### config.mk
export PLATFORM = sky130hd
export DESIGN_NAME = button_conditioner_flat
export DESIGN_NICKNAME = d
export VERILOG_FILES = /design/src/rtl/button_conditioner_if.sv /design/src/rtl/button_conditioner.sv /design/src/flat_wrapper.sv
export SDC_FILE = /design/constraint.sdc
export NUM_CORES = 1
export LEC_CHECK = 0
export ABC_AREA = 0
export BUFFER_PORTS_ARGS = -buffer_cell sky130_fd_sc_hd__buf_2
export CORE_ASPECT_RATIO = 1.5
export CORE_MARGIN = 1
export CORE_UTILIZATION = 63
export DETAILED_ROUTE_END_ITERATION = 10
export PLACE_DENSITY = 0.78
export SLEW_MARGIN = 0
export SYNTH_ARGS = -nofsm -noshare
export SYNTH_HDL_FRONTEND = slang
export SYNTH_SLANG_ARGS = --single-unit
### constraint.sdc
create_clock -name i_Clk -period 9.15 [get_ports i_Clk]
set_clock_uncertainty 0.15 [all_clocks]
set_input_delay 0 -clock i_Clk [delete_from_list [all_inputs] [get_ports i_Clk]]
set_output_delay 0 -clock i_Clk [all_outputs]
set_load 0.02 [all_outputs]
### src/rtl/button_conditioner_if.sv
// Button conditioner bus: raw switch inputs in, debounced level and event pulses out.
interface button_conditioner_if #(
  parameter int NUM_BUTTONS = 4
);
  logic [NUM_BUTTONS-1:0] i_Switch;
  logic [NUM_BUTTONS-1:0] o_Level;
  logic [NUM_BUTTONS-1:0] o_Press;
  logic [NUM_BUTTONS-1:0] o_Release;
  logic [NUM_BUTTONS-1:0] o_Long;
  logic [NUM_BUTTONS-1:0] o_Repeat;

  // Driver side: owns the switches, observes the conditioned outputs.
  modport master (
    output i_Switch,
    input  o_Level,
    input  o_Press,
    input  o_Release,
    input  o_Long,
    input  o_Repeat
  );

  // Conditioner side: consumes the switches, produces levels and pulses.
  modport slave (
    input  i_Switch,
    output o_Level,
    output o_Press,
    output o_Release,
    output o_Long,
    output o_Repeat
  );
endinterface

### src/rtl/button_conditioner.sv
// Button conditioner: per-channel synchronizer, debouncer and press/long/repeat
// event generator. Feeds debounced levels and one-cycle event pulses to the
// stopwatch. Every channel owns its own counters.
module button_conditioner #(
  parameter int NUM_BUTTONS     = 4,
  parameter int DEBOUNCE_TIME   = 250_000,
  parameter int LONG_PRESS_TIME = 25_000_000,
  parameter int REPEAT_TIME     = 5_000_000
) (
  input logic                  i_Clk,
  input logic                  i_Rst_L,
  button_conditioner_if.slave  io_Bus
);

  // The debounce counter tops out at DEBOUNCE_TIME-1, the hold timer at
  // LONG_PRESS_TIME-1 or REPEAT_TIME-1, so $clog2 of each limit is enough.
  localparam int DB_W      = $clog2(DEBOUNCE_TIME);
  localparam int TIMER_MAX = (LONG_PRESS_TIME > REPEAT_TIME) ? LONG_PRESS_TIME : REPEAT_TIME;
  localparam int TM_W      = $clog2(TIMER_MAX);

  typedef enum logic [1:0] {
    ST_RELEASED = 2'd0,
    ST_PRESSED  = 2'd1,
    ST_HELD     = 2'd2
  } state_t;

  logic [1:0]             r_rstSync;
  logic                   w_rstN;

  logic [NUM_BUTTONS-1:0] r_sync1;
  logic [NUM_BUTTONS-1:0] r_sync2;

  logic [DB_W-1:0]        r_dbCnt     [NUM_BUTTONS];
  logic [DB_W-1:0]        w_dbCntNext [NUM_BUTTONS];
  logic [NUM_BUTTONS-1:0] w_differ;
  logic [NUM_BUTTONS-1:0] w_accept;
  logic [NUM_BUTTONS-1:0] r_level;

  state_t                 r_state     [NUM_BUTTONS];
  state_t                 w_stateNext [NUM_BUTTONS];
  logic [TM_W-1:0]        r_timer     [NUM_BUTTONS];
  logic [TM_W-1:0]        w_timerNext [NUM_BUTTONS];

  logic [NUM_BUTTONS-1:0] w_pressNext;
  logic [NUM_BUTTONS-1:0] w_releaseNext;
  logic [NUM_BUTTONS-1:0] w_longNext;
  logic [NUM_BUTTONS-1:0] w_repeatNext;
  logic [NUM_BUTTONS-1:0] r_press;
  logic [NUM_BUTTONS-1:0] r_release;
  logic [NUM_BUTTONS-1:0] r_long;
  logic [NUM_BUTTONS-1:0] r_repeat;

  // Reset synchronizer: asserts immediately, releases two clock edges later.
  always_ff @(posedge i_Clk or negedge i_Rst_L) begin
    if (!i_Rst_L) begin
      r_rstSync <= '0;
    end else begin
      r_rstSync <= {r_rstSync[0], 1'b1};
    end
  end

  assign w_rstN = r_rstSync[1];

  // Two-flop synchronizer for every raw switch before any other use.
  always_ff @(posedge i_Clk or negedge w_rstN) begin
    if (!w_rstN) begin
      r_sync1 <= '0;
      r_sync2 <= '0;
    end else begin
      r_sync1 <= io_Bus.i_Switch;
      r_sync2 <= r_sync1;
    end
  end

  // Debounce decision: count disagreeing cycles, accept on the DEBOUNCE_TIME-th,
  // and clear the count on agreement or acceptance so it can never wrap.
  always_comb begin
    w_differ = '0;
    w_accept = '0;
    for (int i = 0; i < NUM_BUTTONS; i++) begin
      w_dbCntNext[i] = '0;
      w_differ[i]    = r_sync2[i] ^ r_level[i];
      w_accept[i]    = w_differ[i] && (r_dbCnt[i] == DB_W'(DEBOUNCE_TIME - 1));
      if (w_differ[i] && !w_accept[i]) begin
        w_dbCntNext[i] = r_dbCnt[i] + DB_W'(1);
      end
    end
  end

  // Debounce counters and accepted levels.
  always_ff @(posedge i_Clk or negedge w_rstN) begin
    if (!w_rstN) begin
      for (int i = 0; i < NUM_BUTTONS; i++) begin
        r_dbCnt[i] <= '0;
      end
      r_level <= '0;
    end else begin
      for (int i = 0; i < NUM_BUTTONS; i++) begin
        r_dbCnt[i] <= w_dbCntNext[i];
      end
      r_level <= r_level ^ w_accept;
    end
  end

  // Event FSM next state: an accepted fall always beats a long/repeat threshold
  // landing on the same cycle.
  always_comb begin
    w_pressNext   = '0;
    w_releaseNext = '0;
    w_longNext    = '0;
    w_repeatNext  = '0;
    for (int i = 0; i < NUM_BUTTONS; i++) begin
      w_stateNext[i] = r_state[i];
      w_timerNext[i] = '0;
      case (r_state[i])
        ST_RELEASED: begin
          if (w_accept[i] && r_sync2[i]) begin
            w_stateNext[i] = ST_PRESSED;
            w_pressNext[i] = 1'b1;
          end
        end
        ST_PRESSED: begin
          if (w_accept[i] && !r_sync2[i]) begin
            w_stateNext[i]   = ST_RELEASED;
            w_releaseNext[i] = 1'b1;
          end else if (r_timer[i] == TM_W'(LONG_PRESS_TIME - 1)) begin
            w_stateNext[i] = ST_HELD;
            w_longNext[i]  = 1'b1;
          end else begin
            w_timerNext[i] = r_timer[i] + TM_W'(1);
          end
        end
        ST_HELD: begin
          if (w_accept[i] && !r_sync2[i]) begin
            w_stateNext[i]   = ST_RELEASED;
            w_releaseNext[i] = 1'b1;
          end else if (r_timer[i] == TM_W'(REPEAT_TIME - 1)) begin
            w_repeatNext[i] = 1'b1;
          end else begin
            w_timerNext[i] = r_timer[i] + TM_W'(1);
          end
        end
        default: begin
          w_stateNext[i] = ST_RELEASED;
        end
      endcase
    end
  end

  // Event FSM state, hold timers and registered event pulses.
  always_ff @(posedge i_Clk or negedge w_rstN) begin
    if (!w_rstN) begin
      for (int i = 0; i < NUM_BUTTONS; i++) begin
        r_state[i] <= ST_RELEASED;
        r_timer[i] <= '0;
      end
      r_press   <= '0;
      r_release <= '0;
      r_long    <= '0;
      r_repeat  <= '0;
    end else begin
      for (int i = 0; i < NUM_BUTTONS; i++) begin
        r_state[i] <= w_stateNext[i];
        r_timer[i] <= w_timerNext[i];
      end
      r_press   <= w_pressNext;
      r_release <= w_releaseNext;
      r_long    <= w_longNext;
      r_repeat  <= w_repeatNext;
    end
  end

  assign io_Bus.o_Level   = r_level;
  assign io_Bus.o_Press   = r_press;
  assign io_Bus.o_Release = r_release;
  assign io_Bus.o_Long    = r_long;
  assign io_Bus.o_Repeat  = r_repeat;

endmodule

### src/flat_wrapper.sv
// flat-port wrapper written by rule: the top's interface ports become plain ports
module button_conditioner_flat 
#(
  parameter int NUM_BUTTONS     = 4,
  parameter int DEBOUNCE_TIME   = 250_000,
  parameter int LONG_PRESS_TIME = 25_000_000,
  parameter int REPEAT_TIME     = 5_000_000
)
  (i_Clk, i_Rst_L, io_Bus_i_Switch, io_Bus_o_Level, io_Bus_o_Press, io_Bus_o_Release, io_Bus_o_Long, io_Bus_o_Repeat);
  button_conditioner_if #(.NUM_BUTTONS(NUM_BUTTONS)) io_Bus_i ();
  input logic i_Clk;
  input logic i_Rst_L;
  input wire logic [$bits(io_Bus_i.i_Switch)-1:0] io_Bus_i_Switch;
  output wire logic [$bits(io_Bus_i.o_Level)-1:0] io_Bus_o_Level;
  output wire logic [$bits(io_Bus_i.o_Press)-1:0] io_Bus_o_Press;
  output wire logic [$bits(io_Bus_i.o_Release)-1:0] io_Bus_o_Release;
  output wire logic [$bits(io_Bus_i.o_Long)-1:0] io_Bus_o_Long;
  output wire logic [$bits(io_Bus_i.o_Repeat)-1:0] io_Bus_o_Repeat;
  assign io_Bus_i.i_Switch = io_Bus_i_Switch;
  assign io_Bus_o_Level = io_Bus_i.o_Level;
  assign io_Bus_o_Press = io_Bus_i.o_Press;
  assign io_Bus_o_Release = io_Bus_i.o_Release;
  assign io_Bus_o_Long = io_Bus_i.o_Long;
  assign io_Bus_o_Repeat = io_Bus_i.o_Repeat;
  button_conditioner #(.NUM_BUTTONS(NUM_BUTTONS), .DEBOUNCE_TIME(DEBOUNCE_TIME), .LONG_PRESS_TIME(LONG_PRESS_TIME), .REPEAT_TIME(REPEAT_TIME)) u_core (.i_Clk(i_Clk), .i_Rst_L(i_Rst_L), .io_Bus(io_Bus_i));
endmodule
-- Yosys cells after proc, flatten, opt, wreduce, memory -nomap -nowiden
Cells that the tools add are included.
- memories kept: 0
- memory bits (writable): 0
- bits in read-only memories: 0
- output and inout bits: 20
- latch bits: 0
- word-level logic and storage cells: 185
- bits in registers: 210
- divide/modulo/power cells: 0
- $mul: 0
- reductions and logical operators: 36
- add/sub/neg operators: 8
- bitwise logic cells: 5
- magnitude comparators: 0
- muxes and demuxes: 84
- shift operators: 0
- equality and inequality tests: 32
- operator list (cell ; count):
    two-way mux 25 bit ; 16
    one-hot mux 25 bit (2 select lines) ; 4
    adder 25 x 1 -> 25 bit (second input constant) ; 4
    == test 25 x 23 -> 1 bit (second input constant) ; 4
    == test 25 bit (second input constant) ; 4
    adder 18 x 1 -> 18 bit (second input constant) ; 4
    == test 18 bit (second input constant) ; 4
    two-way mux 18 bit ; 4
    two-way mux 1 bit ; 40
    two-way mux 2 bit ; 16
    one-hot mux 2 bit (3 select lines) ; 4
    logical AND 1 bit ; 16
    != test 2 x 1 -> 1 bit (second input constant) ; 8
    != test 3 x 1 -> 1 bit (second input constant) ; 4
    AND reduction 3 bit ; 4
    == test 2 x 1 -> 1 bit (second input constant) ; 4
    == test 2 bit (second input constant) ; 4
    logical NOT 1 bit ; 8
    logical NOT 2 bit ; 4
    OR reduction 2 bit ; 4
    XOR 1 bit ; 4
    XOR 4 bit ; 1

-- Longest topological paths before layout
Gate-level depths: netlist of the first run.
- word-level depth: 5
- depth in mapped cells: 8

-- Worst setup path before layout of the first run
Ideal clock, no wire load.
- path kind: reg2reg
- start point: register u_core.r_dbCnt[18] (netlist bit)
- end point: register u_core.r_state[2] (netlist bit)
- cell stages (with the launch flop): 8
- path buffers: 1
- period minus slack after synthesis: 2312 ps
- setup time: 125 ps
- arrival: 2038 ps
- slack: 6838 ps
- cells stage by stage: dfrtp_1 -> ha_1 -> nand3_1 -> or4_1 -> buf_2 -> nor4_1 -> o22ai_1 -> mux2_2
- word-level cells in the longest chain between the ends: 5
- ends and longest elaborated chain (what ; RTL line ; source):
    start: declaration ; button_conditioner.sv:33 ; logic [DB_W-1:0] r_dbCnt [NUM_BUTTONS];
    start signal: indexed assignment ; button_conditioner.sv:99 ; r_dbCnt[i] <= w_dbCntNext[i];
    == test 18 bit (*) ; button_conditioner.sv:83 ; w_accept[i] = w_differ[i] && (r_dbCnt[i] == DB_W'(DEBOUNCE_TIME - 1));
    logical AND 1 bit (*) ; button_conditioner.sv:83 ;
    logical AND 1 bit (on tied branches) ; button_conditioner.sv:123, button_conditioner.sv:134, button_conditioner.sv:117 ;
    != test 3 x 1 -> 1 bit (no source line), or another cell as far along ; -- ;
    AND reduction 3 bit (no source line) / one-hot mux 2 bit (3 select lines) (equally long branches) ; -- ;
    end signal: indexed assignment ; button_conditioner.sv:163 ; r_state[i] <= w_stateNext[i];
    end: declaration ; button_conditioner.sv:39 ; state_t r_state [NUM_BUTTONS];
Every way passes the cells marked *; elsewhere a longest branch is shown, timed or not.
A chain may end at the register's enable or synchronous reset.

==> results of run 1 <==
==> stage by stage <==
stage | setup slack (ns) | std cells | util
finish | 6.37 | 1287 | 0.714
global route | 6.09 | 1287 | 0.714
CTS | 6.38 | 1286 | 0.714
floorplan | 2.71 | 1029 | -
detailed placement | 6.40 | 1242 | 0.668
global placement | 6.47 | 1242 | 0.668
==> final cells by class <==
type	count	area [um^2]
Tap cell	203	254
Fill cell	1191	4510
Clock inverter	3	40.0
Sequential cell	210	5260
Multi-Input combinational cell	763	4720
Inverter	37	139
Clock buffer	32	597
Timing Repair Buffer	39	250
==> synthesized netlist by cell type, types with 2 or more instances <==
cell type	instances
a21oi_1	6
a221o_1	2
and2_1	11
and3_1	34
and4_1	15
buf_2	6
buf_6	4
clkbuf_1	9
dfrtp_1	210
ha_1	20
inv_1	37
mux2_2	5
nand2_1	58
nand2b_1	6
nand3_1	59
nand4_1	43
nand4b_1	7
nor2_1	211
nor2b_1	8
nor3_1	26
nor3b_1	4
nor4_1	24
nor4b_1	7
nor4bb_1	3
o21ai_0	6
o21bai_1	2
o22ai_1	2
o31a_1	3
o31ai_1	6
o41ai_1	2
or2_2	6
or3_1	5
or4_1	8
xnor2_1	79
xor2_1	74
==> state kept, by name, indices dropped and copies added (netlist names), named ones only <==
name / cells
u_core.io_Bus.o_Long: 4
u_core.io_Bus.o_Press: 4
u_core.io_Bus.o_Release: 4
u_core.io_Bus.o_Repeat: 4
u_core.r_dbCnt: 72
u_core.r_rstSync: 2
u_core.r_state: 8
u_core.r_sync1: 4
u_core.r_sync2: 4
u_core.r_timer: 100
==> cell families (layout without fill, tap and decap cells) <==
group	after synthesis	count (layout)
simple gates	539	539
buf+inv	56	111
xor+xnor	153	153
compound gates	45	45
other cells	1	1
mux	5	5
flops	210	210
fa+ha+maj	20	20
==> worst min-delay path by stage <==
stage,depth (start not counted),slack [ns],endpoint,from
2_1_floorplan,0,-0.45,u_core.r_rstSync[0]$_DFF_PN0_,i_Rst_L
3_3_place_gp,1,-0.36,u_core.r_rstSync[0]$_DFF_PN0_,i_Rst_L
3_5_place_dp,1,-0.36,u_core.r_rstSync[0]$_DFF_PN0_,i_Rst_L
4_1_cts,2,0.02,u_core.r_sync1[0]$_DFF_PN0_,io_Bus_i_Switch[0]
5_1_grt,2,0.03,u_core.r_sync1[0]$_DFF_PN0_,io_Bus_i_Switch[0]
6_report,2,0.02,u_core.r_sync1[0]$_DFF_PN0_,io_Bus_i_Switch[0]
==> timing repair <==
action                                  4_1_cts  5_1_grt
hold buffers                                  9        0
endpoints found under the hold margin         6        0
endpoints found under the setup margin        0        0
==> report_power, final <==
| part | internal, mW | switching (mW) | total (mW) |
|---|---|---|---|
| Combinational | 0.00964 | 0.0226 | 0.0323 |
| Sequential | 0.935 | 0.0106 | 0.946 |
| Clock | 0.475 | 0.339 | 0.814 |
==> critical path: stages (launching register included) <==
cell and delay [ns]:
dfrtp_1 0.39, ha_1 0.22, nand3_1 0.12, or4_1 0.63
nor2_1 0.23, a221o_1 0.75, nor2_1 0.13
==> metal layers <==
layer / part of all wire / up-vias / track usage
met3: 0.025 / 35 / 0.0259
met5: 0 / - / 0
met1: 0.44 / 3598 / 0.298
met4: 0.020 / 0 / 0.0754
li1: - / 3598 / -
met2: 0.52 / 99 / 0.433
==> metrics.cfg, run 1 <==
[status]
status = finished, final reports clean

[synth]
synth_xor_area_frac = 0.131
yosys.area_share.simple = 0.266
synth_cell_type_count = 56
synthesis.nets = 1055
mappedNetlistArea_um2 = 10200
yosys-top-cells-area = dfrtp_1 (51%), nor2_1 (7.7%), xnor2_1 (6.8%), xor2_1 (6.3%), nand3_1 (2.9%)
postSynthAreaPerCell_um2 = 9.93
synthArstFlopShare = 1.00
synth_top_area_share = 0.514
ys_warn_count = 0
synth-main-ff-cell = dfrtp_1
ys_seq_elements = 210
synth.yosys.seq_area_share = 0.514
synth.area.mux_share = 0.00551
synth_edf_count = 0
synth-adder-area-share = 0.0245
synthCells = 1029
synth-compound-area-share = 0.0346
synth_top_family_by_area = simple AND/OR/NAND/NOR gates
synth_top_cell_by_area = dfrtp_1

[cts]
cts_resized = 0
h-tree-depth = 1
cts_root_buf = clkbuf_16
clkTransAtPathRegs_ns = 0.06
cts_made_buffers = 21
postCtsSetupRepairBufs = 0
clk_path_buf_depth = 3
cts_tree = yes
cts_sinks = 210
clock_latency_ns = 0.49

[timing]
setup_viol = 0
min_period_ns = 2.78
fin_crit_sh = 0.303
fin_setup_tns_ns = 0
slew_viol_final = 0
slew_headroom = 0.299
tightest_slew_ns = 1.05
finalHoldWorstSlack_ns = 0.0178
rsz0062_at_grt = false
max_freq_mhz = 360
hold_viol_final = 0

[power]
leakagePower_nw = 4.66
cellPowerDensity_nw_per_um2 = 159
power_mw = 1.79
peakVddDrop_uv = 163

[die]
die_w_um = 106
row_count = 56
die_h_um = 158
die_area_um2 = 16700
ios = 26
core-area_um2 = 15800
initial_utilization = 0.648

[placement]
place.gp.congestion = 0.813
io_buffers = 25
placed_area_um2 = 10500
dp.final_hpwl_um = 12500

[setup_path]
critical_path_peak_fanout = 25
r2r-start = u_core.r_dbCnt[18]$_DFF_PN0_
crit_path_start = u_core.r_dbCnt[18]$_DFF_PN0_
reg2reg_to = u_core.r_timer[34]$_DFF_PN0_
required_ns = 9.33
ff2ff_setup_slack_ns = 6.37
cp.arrival_ns = 2.96
endpoint_kind = flip-flop
r2r_cells = 6
cp-start-kind = flip-flop
critPathCapture = u_core.r_timer[34]$_DFF_PN0_
path_class = reg -> reg

[detailed_routing]
drt_iter0_markers = 364
drcViolationCount = 0
totalWireLength_um = 19000
vias_per_cell = 5.70
vias = 7330
antenna_left = 0
post_drt_wl_per_cell_um = 14.8
dr.pass1.iters = 4

[layout]
num_antenna_cells = 0
drive_gt1_frac = 0.0701
final_cell_area_um2 = 11300
layout_commonest_cell = nor2_1
nets = 1098
area_growth_pct = 10.1
final_cell_mix = nor2_1 (211), dfrtp_1 (209), xnor2_1 (79)

[global_routing]
grt_usage = 0.239
grt_pass1_vias = 7337
grt.overflow.total = 0
antenna_found_initial = 0
grt_pass1_wl_um = 33100
grt_max_degree = 77

[hold_path]
hp-class = in -> reg

[run]
cap_viol_max_count = 0

Note: power is estimated with default switching activity, not from simulation.
==> inputs of run 2 (changes only) <==
Clock period 9.15 ns to 2.8 ns, I/O delays scaled along.
==> run 2 against run 1 <==
Power increased to 3.2 times the previous value. Count of clock-buffer cells in the layout decreased by 4. Hold slack improved by 0.0021 ns. Critical path depth unchanged. Global-route usage increased by 0.23 points. Core utilization increased by 0.46 points. Sequential power increased to 3.3 times the previous value. Design area increased by 0.64%. Setup slack got worse by 6.1 ns. Critical path type unchanged. Critical endpoint is now u_core.r_state[2]$_DFFE_PN0P_. Largest power group unchanged.
==> metrics.cfg, run 2 (synthesized netlist as in run 1, its figures left out) <==
[setup_path]
max_stage_delay_ns = 0.64  ; was 0.75 ns
required_ns = 3.02  ; was 9.33 ns
path_class = reg -> reg  ; unchanged
r2r_cells = 6  ; unchanged
worstPathCellList = ha_1, nand3_1, or4_1, nor4_1, o22ai_1, mux2_2  ; was ha_1, nand3_1, or4_1, nor2_1, a221o_1, nor2_1
cp.arrival_ns = 2.79  ; was 2.96 ns
cp-start-kind = flip-flop  ; unchanged
slowest_stage = or4_1  ; was a221o_1
critical_path_peak_fanout = 8  ; was 25
endpoint_kind = flip-flop  ; unchanged

[placement]
io_buffers = 25  ; unchanged
placed_area_um2 = 10600  ; was 10500 um^2
place.gp.congestion = 0.877  ; was 0.813
dp.final_hpwl_um = 12800  ; was 12500 um

[timing]
fin_crit_sh = 0.917  ; was 0.303
tightest_slew_ns = 0.790  ; was 1.05 ns
setup_viol = 0  ; unchanged
slew_viol_final = 0  ; unchanged
fin_setup_tns_ns = 0  ; unchanged
hold_viol_final = 0  ; unchanged
rsz0062_at_grt = false  ; unchanged
min_period_ns = 2.57  ; was 2.78 ns
max_freq_mhz = 390  ; was 360 MHz
slew_headroom = 0.469  ; was 0.299

[layout]
largest_reg_flops = 100  ; unchanged
num_antenna_cells = 0  ; unchanged
area.sequential_um2 = 5260  ; unchanged
nFillCells = 1209  ; was 1191
reg.largest.list = u_core.r_timer: 100 flops, u_core.r_dbCnt: 72 flops, u_core.r_state: 8 flops  ; unchanged
final_cell_mix = nor2_1 (211), dfrtp_1 (209), xnor2_1 (79)  ; unchanged
regMostFlops = u_core.r_timer  ; unchanged
nets = 1106  ; was 1098
layout_commonest_cell = nor2_1  ; unchanged
drive_gt1_frac = 0.0799  ; was 0.0701
final_cell_area_um2 = 11300  ; about the same
area_growth_pct = 10.8  ; was 10.1%
multi_input_area_um2 = 4720  ; unchanged

[status]
status = finished, final reports clean  ; unchanged

[cts]
clkTransAtPathRegs_ns = 0.06  ; about the same
cts_sinks = 210  ; unchanged
clock_latency_ns = 0.49  ; about the same
cts_made_buffers = 21  ; unchanged
h-tree-depth = 1  ; unchanged
clk_path_buf_depth = 3  ; unchanged
cts_root_buf = clkbuf_16  ; unchanged
cts_resized = 0  ; unchanged
cts_tree = yes  ; unchanged

[global_routing]
grt_usage = 0.241  ; was 0.239
grt.overflow.total = 0  ; unchanged
antenna_found_initial = 0  ; unchanged
grt_pass1_vias = 7409  ; was 7337
grt_max_degree = 132  ; was 77
grt_pass1_wl_um = 33300  ; was 33100 um

[die]
die_area_um2 = 16700  ; unchanged
row_count = 56  ; unchanged
die_w_um = 106  ; unchanged
ios = 26  ; unchanged
core-area_um2 = 15800  ; unchanged
initial_utilization = 0.648  ; unchanged
die_h_um = 158  ; unchanged

[detailed_routing]
vias = 7439  ; was 7330
antenna_left = 0  ; unchanged
dr.pass1.iters = 4  ; unchanged
post_drt_wl_per_cell_um = 14.9  ; was 14.8 um
totalWireLength_um = 19300  ; was 19000 um
vias_per_cell = 5.76  ; was 5.70
drt_iter0_markers = 352  ; was 364
drcViolationCount = 0  ; unchanged

[power]
clkPwrFrac = 0.447  ; was 0.454
swShare = 0.208  ; about the same
comb_power_share = 0.022  ; was 0.018
leakagePower_nw = 4.71  ; was 4.66 nW
p_seq_frac = 0.532  ; was 0.528
peakVddDrop_uv = 459  ; was 163 uV
cellPowerDensity_nw_per_um2 = 511  ; was 159 nW/um^2
p_sw_mw = 1.20  ; was 372 uW
intPower_mw = 4.58  ; was 1.42 mW

[run]
cap_viol_max_count = 0  ; unchanged

[hold_path]
worstHoldPathCells = 2  ; unchanged
hp-class = in -> reg  ; unchanged

[run 2: cell types whose count changed in the layout (fill, tap and decap cells not counted)]
| cell | previous run | this run |
|---|---|---|
| bufinv_16 | 1 | 0 |
| clkbuf_1 | 8 | 2 |
| clkbuf_8 | 3 | 5 |
| buf_4 | 4 | 11 |
| clkinv_2 | 2 | 4 |
| clkbuf_2 | 1 | 0 |
| buf_12 | 0 | 2 |
[run 2: worst max-delay path: cells and delay by family, from the launching register on]
kind / cells / cell delay [ns]
and+or+nand+nor: 3 / 1.22
AOI/OAI and AO/OA: 1 / 0.17
muxes: 1 / 0.29
DFF: 1 / 0.39
adders and majority gates: 1 / 0.23
[run 2: power by group through the flow]
stage | clock network (mW) | logic, mW | registers [mW]
3_5_place_dp | 0 | 0.121 | 3.13
2_1_floorplan | 0 | 0.0419 | 3.17
6_report | 2.58 | 0.125 | 3.08
3_3_place_gp | 0 | 0.119 | 3.13
4_1_cts | 2.65 | 0.131 | 3.07
5_1_grt | 2.76 | 0.149 | 3.08
[run 2: per-layer routing]
layer / wire [um] / track usage / vias to the layer above
li1: - / - / 3633
met1: 8140 / 0.295 / 3648
met3: 515 / 0.0301 / 45
met2: 10100 / 0.436 / 113
met4: 518 / 0.0886 / 0
met5: 0 / 0 / -
[run 2: what timing repair did]
item | CTS | global route
hold endpoints to repair | 6 | 0
buffers inserted | 0 | 0
hold buffers | 9 | 0
[run 2: path summary, 6_finish.rpt]
path                                          startpoint                            end  slack, ns
setup / recovery            u_core.r_dbCnt[18]$_DFF_PN0_  u_core.r_state[2]$_DFFE_PN0P_       0.23
hold / removal                        io_Bus_i_Switch[2]    u_core.r_sync1[2]$_DFF_PN0_       0.02
setup reg to reg            u_core.r_dbCnt[18]$_DFF_PN0_  u_core.r_state[2]$_DFFE_PN0P_       0.23
hold reg to reg              u_core.r_sync1[1]$_DFF_PN0_    u_core.r_sync2[1]$_DFF_PN0_       0.20
max in group asynchronous  u_core.r_rstSync[1]$_DFF_PN0_   u_core.r_dbCnt[45]$_DFF_PN0_       1.67
min in group asynchronous  u_core.r_rstSync[1]$_DFF_PN0_                      async pin       0.21
[run 2: final cells by class]
cell class,count,area share
multi-input cells,763,0.416
flip-flops and latches,210,0.464
clock inverters,4,0.00177
repair buffers,47,0.0298
inverters,37,0.0123
well taps,203,0.0224
clock buffers,28,0.0531
[run 2: stage by stage]
| stage | util | power, mW | hold slack, ns | std cells | worst slack [ns] |
|---|---|---|---|---|---|
| after floorplan | - | 3.21 | -0.446 | 1029 | 0.488 |
| after global placement | 0.673 | 3.25 | -0.366 | 1251 | 0.347 |
| after detailed placement | 0.673 | 3.25 | -0.364 | 1251 | 0.253 |
| after CTS | 0.719 | 5.86 | 0.00783 | 1292 | 0.250 |
| after global routing | 0.719 | 5.99 | 0.0219 | 1292 | 0.121 |
| final | 0.719 | 5.78 | 0.0199 | 1292 | 0.234 |
